<file path="config.mk">
export PLATFORM = sky130hd
export DESIGN_NAME = instr_fetch
export DESIGN_NICKNAME = d
export VERILOG_FILES = /design/src/rtl/fetch_pkg.sv /design/src/rtl/fetch_fifo.sv /design/src/rtl/instr_fetch.sv
export SDC_FILE = /design/constraint.sdc
export NUM_CORES = 1
export LEC_CHECK = 0
export CELL_PAD_IN_SITES_DETAIL_PLACEMENT = 0
export CELL_PAD_IN_SITES_GLOBAL_PLACEMENT = 1
export CORE_MARGIN = 1
export CORE_UTILIZATION = 27
export CTS_CLUSTER_DIAMETER = 150
export DETAILED_ROUTE_END_ITERATION = 8
export MAX_ROUTING_LAYER = met4
export PLACE_DENSITY = 0.54
export SETUP_SLACK_MARGIN = 0.15
export SYNTH_ARGS = -nofsm -noshare
export SYNTH_HDL_FRONTEND = slang
export SYNTH_SLANG_ARGS = --single-unit
</file>
<file path="constraint.sdc">
create_clock -name clk -period 4.2 [get_ports clk]
set_input_delay 0.63 -clock clk [delete_from_list [all_inputs] [get_ports clk]]
set_output_delay 0.63 -clock clk [all_outputs]
set_load 0.05 [all_outputs]
</file>
<file path="src/rtl/fetch_pkg.sv">
// Shared definitions for the RV32I fetch stage: the NOP filler word, the fetch
// FSM state encoding, base opcodes shared with the decoder and small PC helpers.
package fetch_pkg;

    // Canonical RV32I NOP (addi x0, x0, 0), presented while the buffer is empty
    localparam logic [31:0] NOP_INST = 32'h0000_0013;

    // Fetch control states
    typedef enum logic [1:0] {
        BOOT  = 2'd0,
        FETCH = 2'd1,
        FLUSH = 2'd2
    } fetch_state_t;

    // RV32I base opcodes (inst[6:0]), shared with the decoder
    localparam logic [6:0] OPC_LUI      = 7'b0110111;
    localparam logic [6:0] OPC_AUIPC    = 7'b0010111;
    localparam logic [6:0] OPC_JAL      = 7'b1101111;
    localparam logic [6:0] OPC_JALR     = 7'b1100111;
    localparam logic [6:0] OPC_BRANCH   = 7'b1100011;
    localparam logic [6:0] OPC_LOAD     = 7'b0000011;
    localparam logic [6:0] OPC_STORE    = 7'b0100011;
    localparam logic [6:0] OPC_OP_IMM   = 7'b0010011;
    localparam logic [6:0] OPC_OP       = 7'b0110011;
    localparam logic [6:0] OPC_MISC_MEM = 7'b0001111;
    localparam logic [6:0] OPC_SYSTEM   = 7'b1110011;

    // Extract the base opcode field of an instruction word
    function automatic logic [6:0] inst_opcode(input logic [31:0] inst);
        return inst[6:0];
    endfunction

    // Force a target address onto a word boundary
    function automatic logic [31:0] word_align(input logic [31:0] addr);
        return {addr[31:2], 2'b00};
    endfunction

    // Sequential PC step; wraps from 32'hFFFF_FFFC to 0 by natural overflow
    function automatic logic [31:0] pc_plus4(input logic [31:0] pc);
        return pc + 32'd4;
    endfunction

endpackage

</file>
<file path="src/rtl/fetch_fifo.sv">
// Instruction buffer: synchronous FIFO of {pc, inst} records. Storage is an
// array with a registered read into an output register, so a word pushed at
// one edge becomes visible at the output after the next edge. The reported
// count includes the output register, so DEPTH is the true total capacity.
module fetch_fifo #(
    parameter int DEPTH = 4,
    parameter int WIDTH = 64
) (
    input  logic                     clk,
    input  logic                     rst,
    input  logic                     i_clear,
    input  logic                     i_push,
    input  logic [WIDTH-1:0]         i_push_data,
    input  logic                     i_pop,
    output logic                     o_valid,
    output logic [WIDTH-1:0]         o_data,
    output logic [$clog2(DEPTH):0]   o_count,
    output logic                     o_empty,
    output logic                     o_full
);

    localparam int AW = $clog2(DEPTH);
    localparam logic [AW:0] FULL_COUNT = (AW + 1)'(DEPTH);

    logic [WIDTH-1:0] r_mem [DEPTH];
    logic [AW-1:0]    r_wr_ptr;
    logic [AW-1:0]    r_rd_ptr;
    logic [AW:0]      r_mem_count;
    logic             r_out_valid;
    logic [WIDTH-1:0] r_out_data;

    logic             w_pop;
    logic             w_push;
    logic             w_load;
    logic             w_full;
    logic [AW:0]      w_count;

    assign w_count = r_mem_count + (AW + 1)'(r_out_valid);
    assign w_full  = (w_count == FULL_COUNT);

    // A pop only means something when the output register holds a word.
    assign w_pop  = i_pop & r_out_valid;
    // Push into a full buffer is accepted only when a pop frees a slot.
    assign w_push = i_push & (~w_full | w_pop);
    // Refill the output register from storage whenever it is, or is becoming, free.
    assign w_load = (r_mem_count != '0) & (~r_out_valid | w_pop);

    // Storage write port; the array carries no reset so it maps onto RAM.
    always_ff @(posedge clk) begin
        if (w_push && !i_clear) begin
            r_mem[r_wr_ptr] <= i_push_data;
        end
    end

    // Pointers, occupancy and the registered read/output stage.
    always_ff @(posedge clk or posedge rst) begin
        if (rst) begin
            r_wr_ptr    <= '0;
            r_rd_ptr    <= '0;
            r_mem_count <= '0;
            r_out_valid <= 1'b0;
            r_out_data  <= '0;
        end else if (i_clear) begin
            // Output data is kept so the last PC stays visible after a flush.
            r_wr_ptr    <= '0;
            r_rd_ptr    <= '0;
            r_mem_count <= '0;
            r_out_valid <= 1'b0;
        end else begin
            if (w_push) begin
                r_wr_ptr <= r_wr_ptr + AW'(1);
            end
            if (w_load) begin
                r_rd_ptr    <= r_rd_ptr + AW'(1);
                r_out_data  <= r_mem[r_rd_ptr];
                r_out_valid <= 1'b1;
            end else if (w_pop) begin
                r_out_valid <= 1'b0;
            end
            r_mem_count <= r_mem_count + (AW + 1)'(w_push) - (AW + 1)'(w_load);
        end
    end

    assign o_valid = r_out_valid;
    assign o_data  = r_out_data;
    assign o_count = w_count;
    assign o_empty = (w_count == '0);
    assign o_full  = w_full;

endmodule

</file>
<file path="src/rtl/instr_fetch.sv">
// RV32I instruction fetch stage. Owns the PC, issues word fetches over a
// req/ack + in-order response interface, buffers returned words with their PC
// and hands them to the decoder over valid/ready. Redirects reload the PC and
// discard both buffered and in-flight wrong-path words.
module instr_fetch
    import fetch_pkg::*;
#(
    parameter logic [31:0] RESET_PC = 32'h0000_0000,
    parameter int          DEPTH    = 4
) (
    input  logic        clk,
    input  logic        rst,
    output logic        o_imem_req,
    output logic [31:0] o_imem_addr,
    input  logic        i_imem_ack,
    input  logic        i_imem_rvalid,
    input  logic [31:0] i_imem_rdata,
    input  logic        i_redirect,
    input  logic [31:0] i_redirect_pc,
    output logic        o_inst_valid,
    output logic [31:0] o_inst,
    output logic [31:0] o_inst_pc,
    input  logic        i_inst_ready
);

    localparam int CW = $clog2(DEPTH) + 1;
    localparam logic [CW:0] DEPTH_LIM = (CW + 1)'(DEPTH);

    // Architectural / control registers
    fetch_state_t   r_state;
    logic [31:0]    r_pc;          // next fetch address (drives o_imem_addr)
    logic [31:0]    r_rsp_pc;      // PC of the next response to be buffered
    logic [CW-1:0]  r_outstanding; // accepted requests without a response yet
    logic [CW-1:0]  r_discard;     // stale responses still to be dropped
    logic           r_imem_req;

    // Next-state values
    fetch_state_t   w_state_next;
    logic [31:0]    w_pc_next;
    logic [31:0]    w_rsp_pc_next;
    logic [CW-1:0]  w_discard_next;
    logic [CW-1:0]  w_out_next;
    logic [CW-1:0]  w_cnt_next;
    logic           w_req_next;

    // Handshake decodes and buffer interface
    logic           w_fire;
    logic           w_rsp;
    logic           w_push;
    logic           w_pop;
    logic           w_fifo_valid;
    logic [63:0]    w_fifo_data;
    logic [CW-1:0]  w_fifo_count;
    logic           w_fifo_empty;
    logic           w_fifo_full;

    assign w_fire = r_imem_req & i_imem_ack;
    // A response with nothing outstanding is a protocol error and is ignored.
    assign w_rsp  = i_imem_rvalid & (r_outstanding != '0);
    assign w_pop  = w_fifo_valid & i_inst_ready;
    // Only responses arriving in FETCH are right-path; a same-cycle redirect kills them.
    assign w_push = w_rsp & (r_state == FETCH) & ~i_redirect & (~w_fifo_full | w_pop);

    assign w_out_next = r_outstanding + CW'(w_fire) - CW'(w_rsp);
    // Buffer occupancy after this edge; a redirect empties it.
    assign w_cnt_next = i_redirect ? '0 : (w_fifo_count + CW'(w_push) - CW'(w_pop));

    fetch_fifo #(
        .DEPTH (DEPTH),
        .WIDTH (64)
    ) u_fifo (
        .clk         (clk),
        .rst         (rst),
        .i_clear     (i_redirect),
        .i_push      (w_push),
        .i_push_data ({r_rsp_pc, i_imem_rdata}),
        .i_pop       (w_pop),
        .o_valid     (w_fifo_valid),
        .o_data      (w_fifo_data),
        .o_count     (w_fifo_count),
        .o_empty     (w_fifo_empty),
        .o_full      (w_fifo_full)
    );

    // Next-state logic for PC, response PC, discard count and FSM state.
    always_comb begin
        w_state_next   = r_state;
        w_pc_next      = r_pc;
        w_rsp_pc_next  = r_rsp_pc;
        w_discard_next = r_discard;
        if (i_redirect) begin
            w_pc_next     = word_align(i_redirect_pc);
            w_rsp_pc_next = word_align(i_redirect_pc);
            if (r_state == FLUSH) begin
                // Already flushing: the stale count carries over, minus any drop now.
                w_discard_next = r_discard - CW'(w_rsp);
            end else begin
                // Everything still in flight after this edge is wrong-path,
                // including a request acknowledged in this very cycle.
                w_discard_next = w_out_next;
            end
            w_state_next = (w_discard_next != '0) ? FLUSH : FETCH;
        end else begin
            case (r_state)
                BOOT: begin
                    w_state_next = FETCH;
                end
                FETCH: begin
                    if (w_fire) begin
                        w_pc_next = pc_plus4(r_pc);
                    end
                    if (w_push) begin
                        w_rsp_pc_next = pc_plus4(r_rsp_pc);
                    end
                end
                FLUSH: begin
                    if (w_rsp) begin
                        w_discard_next = r_discard - CW'(1);
                    end
                    if (w_discard_next == '0) begin
                        w_state_next = FETCH;
                    end
                end
                default: begin
                    w_state_next = BOOT;
                end
            endcase
        end
        // Request is registered: issue only while in-flight plus buffered words
        // leave room, so the buffer can never overflow.
        w_req_next = (w_state_next == FETCH) &&
                     (({1'b0, w_out_next} + {1'b0, w_cnt_next}) < DEPTH_LIM);
    end

    // Fetch FSM and control registers.
    always_ff @(posedge clk or posedge rst) begin
        if (rst) begin
            r_state       <= BOOT;
            r_pc          <= RESET_PC;
            r_rsp_pc      <= RESET_PC;
            r_outstanding <= '0;
            r_discard     <= '0;
            r_imem_req    <= 1'b0;
        end else begin
            r_state       <= w_state_next;
            r_pc          <= w_pc_next;
            r_rsp_pc      <= w_rsp_pc_next;
            r_outstanding <= w_out_next;
            r_discard     <= w_discard_next;
            r_imem_req    <= w_req_next;
        end
    end

    assign o_imem_req   = r_imem_req;
    assign o_imem_addr  = r_pc;
    assign o_inst_valid = w_fifo_valid;
    assign o_inst       = w_fifo_valid ? w_fifo_data[31:0] : NOP_INST;
    assign o_inst_pc    = w_fifo_data[63:32];

    // Simulation-only check: memory must never respond without a pending request.
    assert property (@(posedge clk) disable iff (rst)
                     !(i_imem_rvalid && (r_outstanding == '0)))
        else $error("instr_fetch: imem_rvalid with no fetch outstanding");

    // Simulation-only check: an empty buffer never presents a valid instruction.
    assert property (@(posedge clk) disable iff (rst)
                     !(w_fifo_empty && w_fifo_valid))
        else $error("instr_fetch: buffer empty while output valid");

endmodule

</file>
==> results.env <==
RUN_STATUS='completed'
SYNTH.DISTINCT_CELLS=58
SYN_AVG_CELL_AREA_UM2=15.3
HTREE_LEVELS=2
HOLD_CRIT_CLASS='flip-flop to flip-flop'
PATH_CLK_SLEW_NS=0.06
CRITPATHMAXFANOUT=2
FIN_HOLD_WS_NS=0.497
MIN_FROM='u_fifo.o_data[4]'
FINAL_CELL_MIX='edfxtp_1 (248), clkdlybuf4s50_1 (160), dfrtp_1 (137)'
CLOCKROOTBUFFER='clkbuf_16'
DRTPASS1ITERATIONS=5
MAX_FREQ_GHz=0.266
GP_CONGESTION=0.762
GRT_MAX_DEGREE=72
TIMING.FINAL.MAX_SLEW_VIOLATIONS=0
PATH_CLASS='flip-flop to flip-flop'
CP_DATA_ARRIVAL_TIME_NS=4.24
R2R_SETUP_SLACK_NS=0.44
SYNTH_SEQ_AREA_SHARE=0.655
MAX_CAP_VIOL_COUNT=0
SYNTH-SEQ-CELLS=387
CRIT_START='u_fifo.o_valid'
CTS_TREE='built'
POWER-PER-CELL-AREA_nW_PER_UM2=634
ANTENNADIODECOUNT=0
FINAL-INSTANCE-COUNT-EXCL-FILL=2053
FINALSETUPVIOLATIONS=0
CLOCK-SKEW-FINAL_NS=0.0147
VIAS_IN_THE_FIRST_GLOBAL_ROUTE=10300
TRITONCTS_NUM_SINKS=387
POWER.LEAKAGE_nW=7.04
CLKLATENCYLATEPIN_NS=0.57
GRTUSAGETOTAL=0.140
MIN_PERIOD_NS=3.76
INITIAL_ANTENNA_VIOLATION_COUNT=0
GRT_SETUP_UNREPAIRED='false'
TIGHTEST_SLEW_NS=1.14
START_UTIL=0.275
CORE_UM2=60700
FINAL_NETS=1329
TOTALNEGATIVESETUPSLACK_NS=0
DRIVE_ABOVE_1_SHARE=0.187
PORT_BUFFERS=161
CPMOSTUSEDCELL='ha_1'
SYNTH_EDF_COUNT=248
MOSTFREQUENTLAYOUTCELL='edfxtp_1'
SYNTH_TOP_FLOP_CELL='edfxtp_1'
AGGREGATE_ROUTED_WIRE_LENGTH_MM=41.8
PLACE_AREA_UM2=19100
LAYOUT_WORST_PATH_CYCLE_SHARE=0.896
CRIT_CHAIN='ha_1 > ha_4 > xor2_1 > a2111oi_2 > inv_1 > ha_1 > inv_1 > ha_1 > fa_1 > xnor2_1 > xnor2_1 > nor2_1 > ha_1 > or3_1 > a41o_1 > nor3_1'
SYNTH.CELL_AREA_UM2=16700
STD_CELL_ROWS=90
VIAS_PER_CELL=4.78
CP_SLOWEST_STAGE_DELAY_NS=0.42
WORSTSETUPENDPOINTTYPE='flip-flop'
FINAL_AREA_UM2=20600
ROUTE.VIAS.TOTAL=9815
YOSYS_WARNS=0
DRTITER0DRC=556
DIE_HEIGHT_UM=251
DP_WIRELENGTH_MM=26.6
WORST_IR_DROP_VDD_mV=0.257
TIMING.SLEW.HEADROOM=0.242
FINAL_HOLD_VIOL_COUNT=0
P_TOTAL_mW=13.1
WORST_R2R_STARTPOINT='u_fifo.o_valid'
SYNTHTOLAYOUTAREAGROWTH_PCT=23.5
DIE_W_UM=251
FINAL_ANTENNA_NET_COUNT=0
SYNTHCELLS=1092
IO_PINS=168
CTS-ROOT-TO-SINK-BUFFERS=3
CRIT_PATH_TOP_DELAY_CELL='a2111oi_2'
GRT_FIRST_PASS_WIRELENGTH_MM=64.8
PLACE_INST=1972
CRIT_REQUIRED_NS=4.67
CTS_BUFFERS=44
QUANTITY_OF_HOLD_FIXING_BUFFERS_ADDED_AFTER_CTS=0
ROUTE.DETAILED.DRC=0
DIE_AREA_UM2=62800
ASYNC_SET_OR_RESET_FLOP_FRACTION_IN_THE_SYNTHESIZED_NETLIST=0.359
GLOBAL_ROUTE_TOTAL_OVERFLOW=0
SETUP.WORST_PATH.START_CLASS='flip-flop'
WL_PER_CELL_UM=20.3
==> worst max-delay path, delay by kind of cell, from the launching register on <==
| kind | cells | cell delay (ns) |
|---|---|---|
| simple gates | 3 | 0.54 |
| buf+inv | 2 | 0.12 |
| xor+xnor | 3 | 0.49 |
| fa+ha+maj | 6 | 1.53 |
| flops | 1 | 0.39 |
| compound gates | 2 | 0.63 |
==> cell type report <==
cell class	instances	area, µm²
multi-input combinational	587	5210
tap	782	978
fill	5864	40100
clock buffer	61	1200
sequential	387	10900
inverter	28	109
clock inverter	19	243
timing repair buffer	189	1930
==> metal layers <==
| layer | global-route usage | vias up | routed length (µm) |
|---|---|---|---|
| li1 | - | 4535 | - |
| met2 | 0.215 | 244 | 19400 |
| met1 | 0.191 | 4975 | 19700 |
| met3 | 0.0207 | 61 | 1790 |
| met5 | - | - | 0 |
| met4 | 0.0403 | 0 | 896 |
==> sequential cells by signal, summed over array words and instances (netlist names) <==
name,count
u_fifo.r_mem,248
r_state,2
r_outstanding,3
o_imem_addr,30
u_fifo.r_mem_count,3
r_discard,3
r_rsp_pc,30
u_fifo.o_data,62
u_fifo.o_valid,1
o_imem_req,1
u_fifo.r_wr_ptr,2
u_fifo.r_rd_ptr,2
==> cells in the mapped netlist (3+ instances only) <==
cell type / n / area (µm²)
a21oi_1: 16 / 80.1
nor3_1: 21 / 105
a211o_1: 4 / 35.0
o31a_1: 3 / 26.3
nor4_1: 21 / 131
clkbuf_1: 43 / 161
nand4_1: 23 / 144
and3_1: 11 / 68.8
edfxtp_1: 248 / 7450
and2_1: 38 / 238
buf_1: 10 / 37.5
buf_4: 34 / 255
and4_1: 16 / 140
a211oi_1: 24 / 180
nand2_1: 26 / 97.6
nand2b_1: 12 / 75.1
nor3b_1: 4 / 30.0
nand3_1: 23 / 115
o311ai_0: 4 / 35.0
dfrtp_1: 139 / 3480
a31oi_1: 24 / 150
a21boi_0: 3 / 22.5
or3_1: 8 / 50.1
nor2_1: 44 / 165
buf_2: 6 / 30.0
mux4_2: 62 / 1400
xor2_1: 9 / 78.8
mux2_2: 64 / 721
xnor2_1: 11 / 96.3
ha_1: 19 / 238
o31ai_1: 20 / 150
nor2b_1: 5 / 31.3
o21ai_0: 16 / 80.1
or2_2: 4 / 25.0
fa_1: 3 / 60.1
or4_1: 21 / 158
inv_1: 26 / 97.6
==> cell families after synthesis <==
| kind of cell | share of synthesized area |
|---|---|
| adder cells (fa/ha/maj) | 0.0178 |
| multiplexers | 0.127 |
| other | 0.000225 |
| AO/OA/AOI/OAI | 0.0532 |
| AND/OR/NAND/NOR | 0.0994 |
| XOR/XNOR | 0.0118 |
| buffers and inverters | 0.0353 |
| flip-flops | 0.655 |
==> worst paths after layout <==
path                                          to  cells past startpoint
min in group asynchronous           r_discard[2]                      2
worst max-delay path                  o_imem_req                     16
worst min-delay path            u_fifo.o_data[4]                      1
max in group asynchronous        o_imem_addr[15]                      3
worst min register to register  u_fifo.o_data[4]                      1
worst max register to register        o_imem_req                     16
==> stage by stage <==
stage	util	setup WS, ns
6_report	0.339	0.435
2_1_floorplan	-	0.0206
5_1_grt	0.339	0.161
4_1_cts	0.339	0.300
3_5_place_dp	0.315	0.0509
3_3_place_gp	0.315	0.0791
==> where the power goes <==
group          total, mW  internal, mW  switching [mW]
clock network       3.86          2.31            1.55
logic               4.08          1.78            2.29
registers           5.11          4.61           0.505
total               13.1          8.70            4.35
==> repair_timing <==
item	CTS	global route
gates resized for setup	0	2
setup buffers	0	1
endpoints found under the setup margin	0	1
Note: power is estimated with default switching activity, not from simulation.
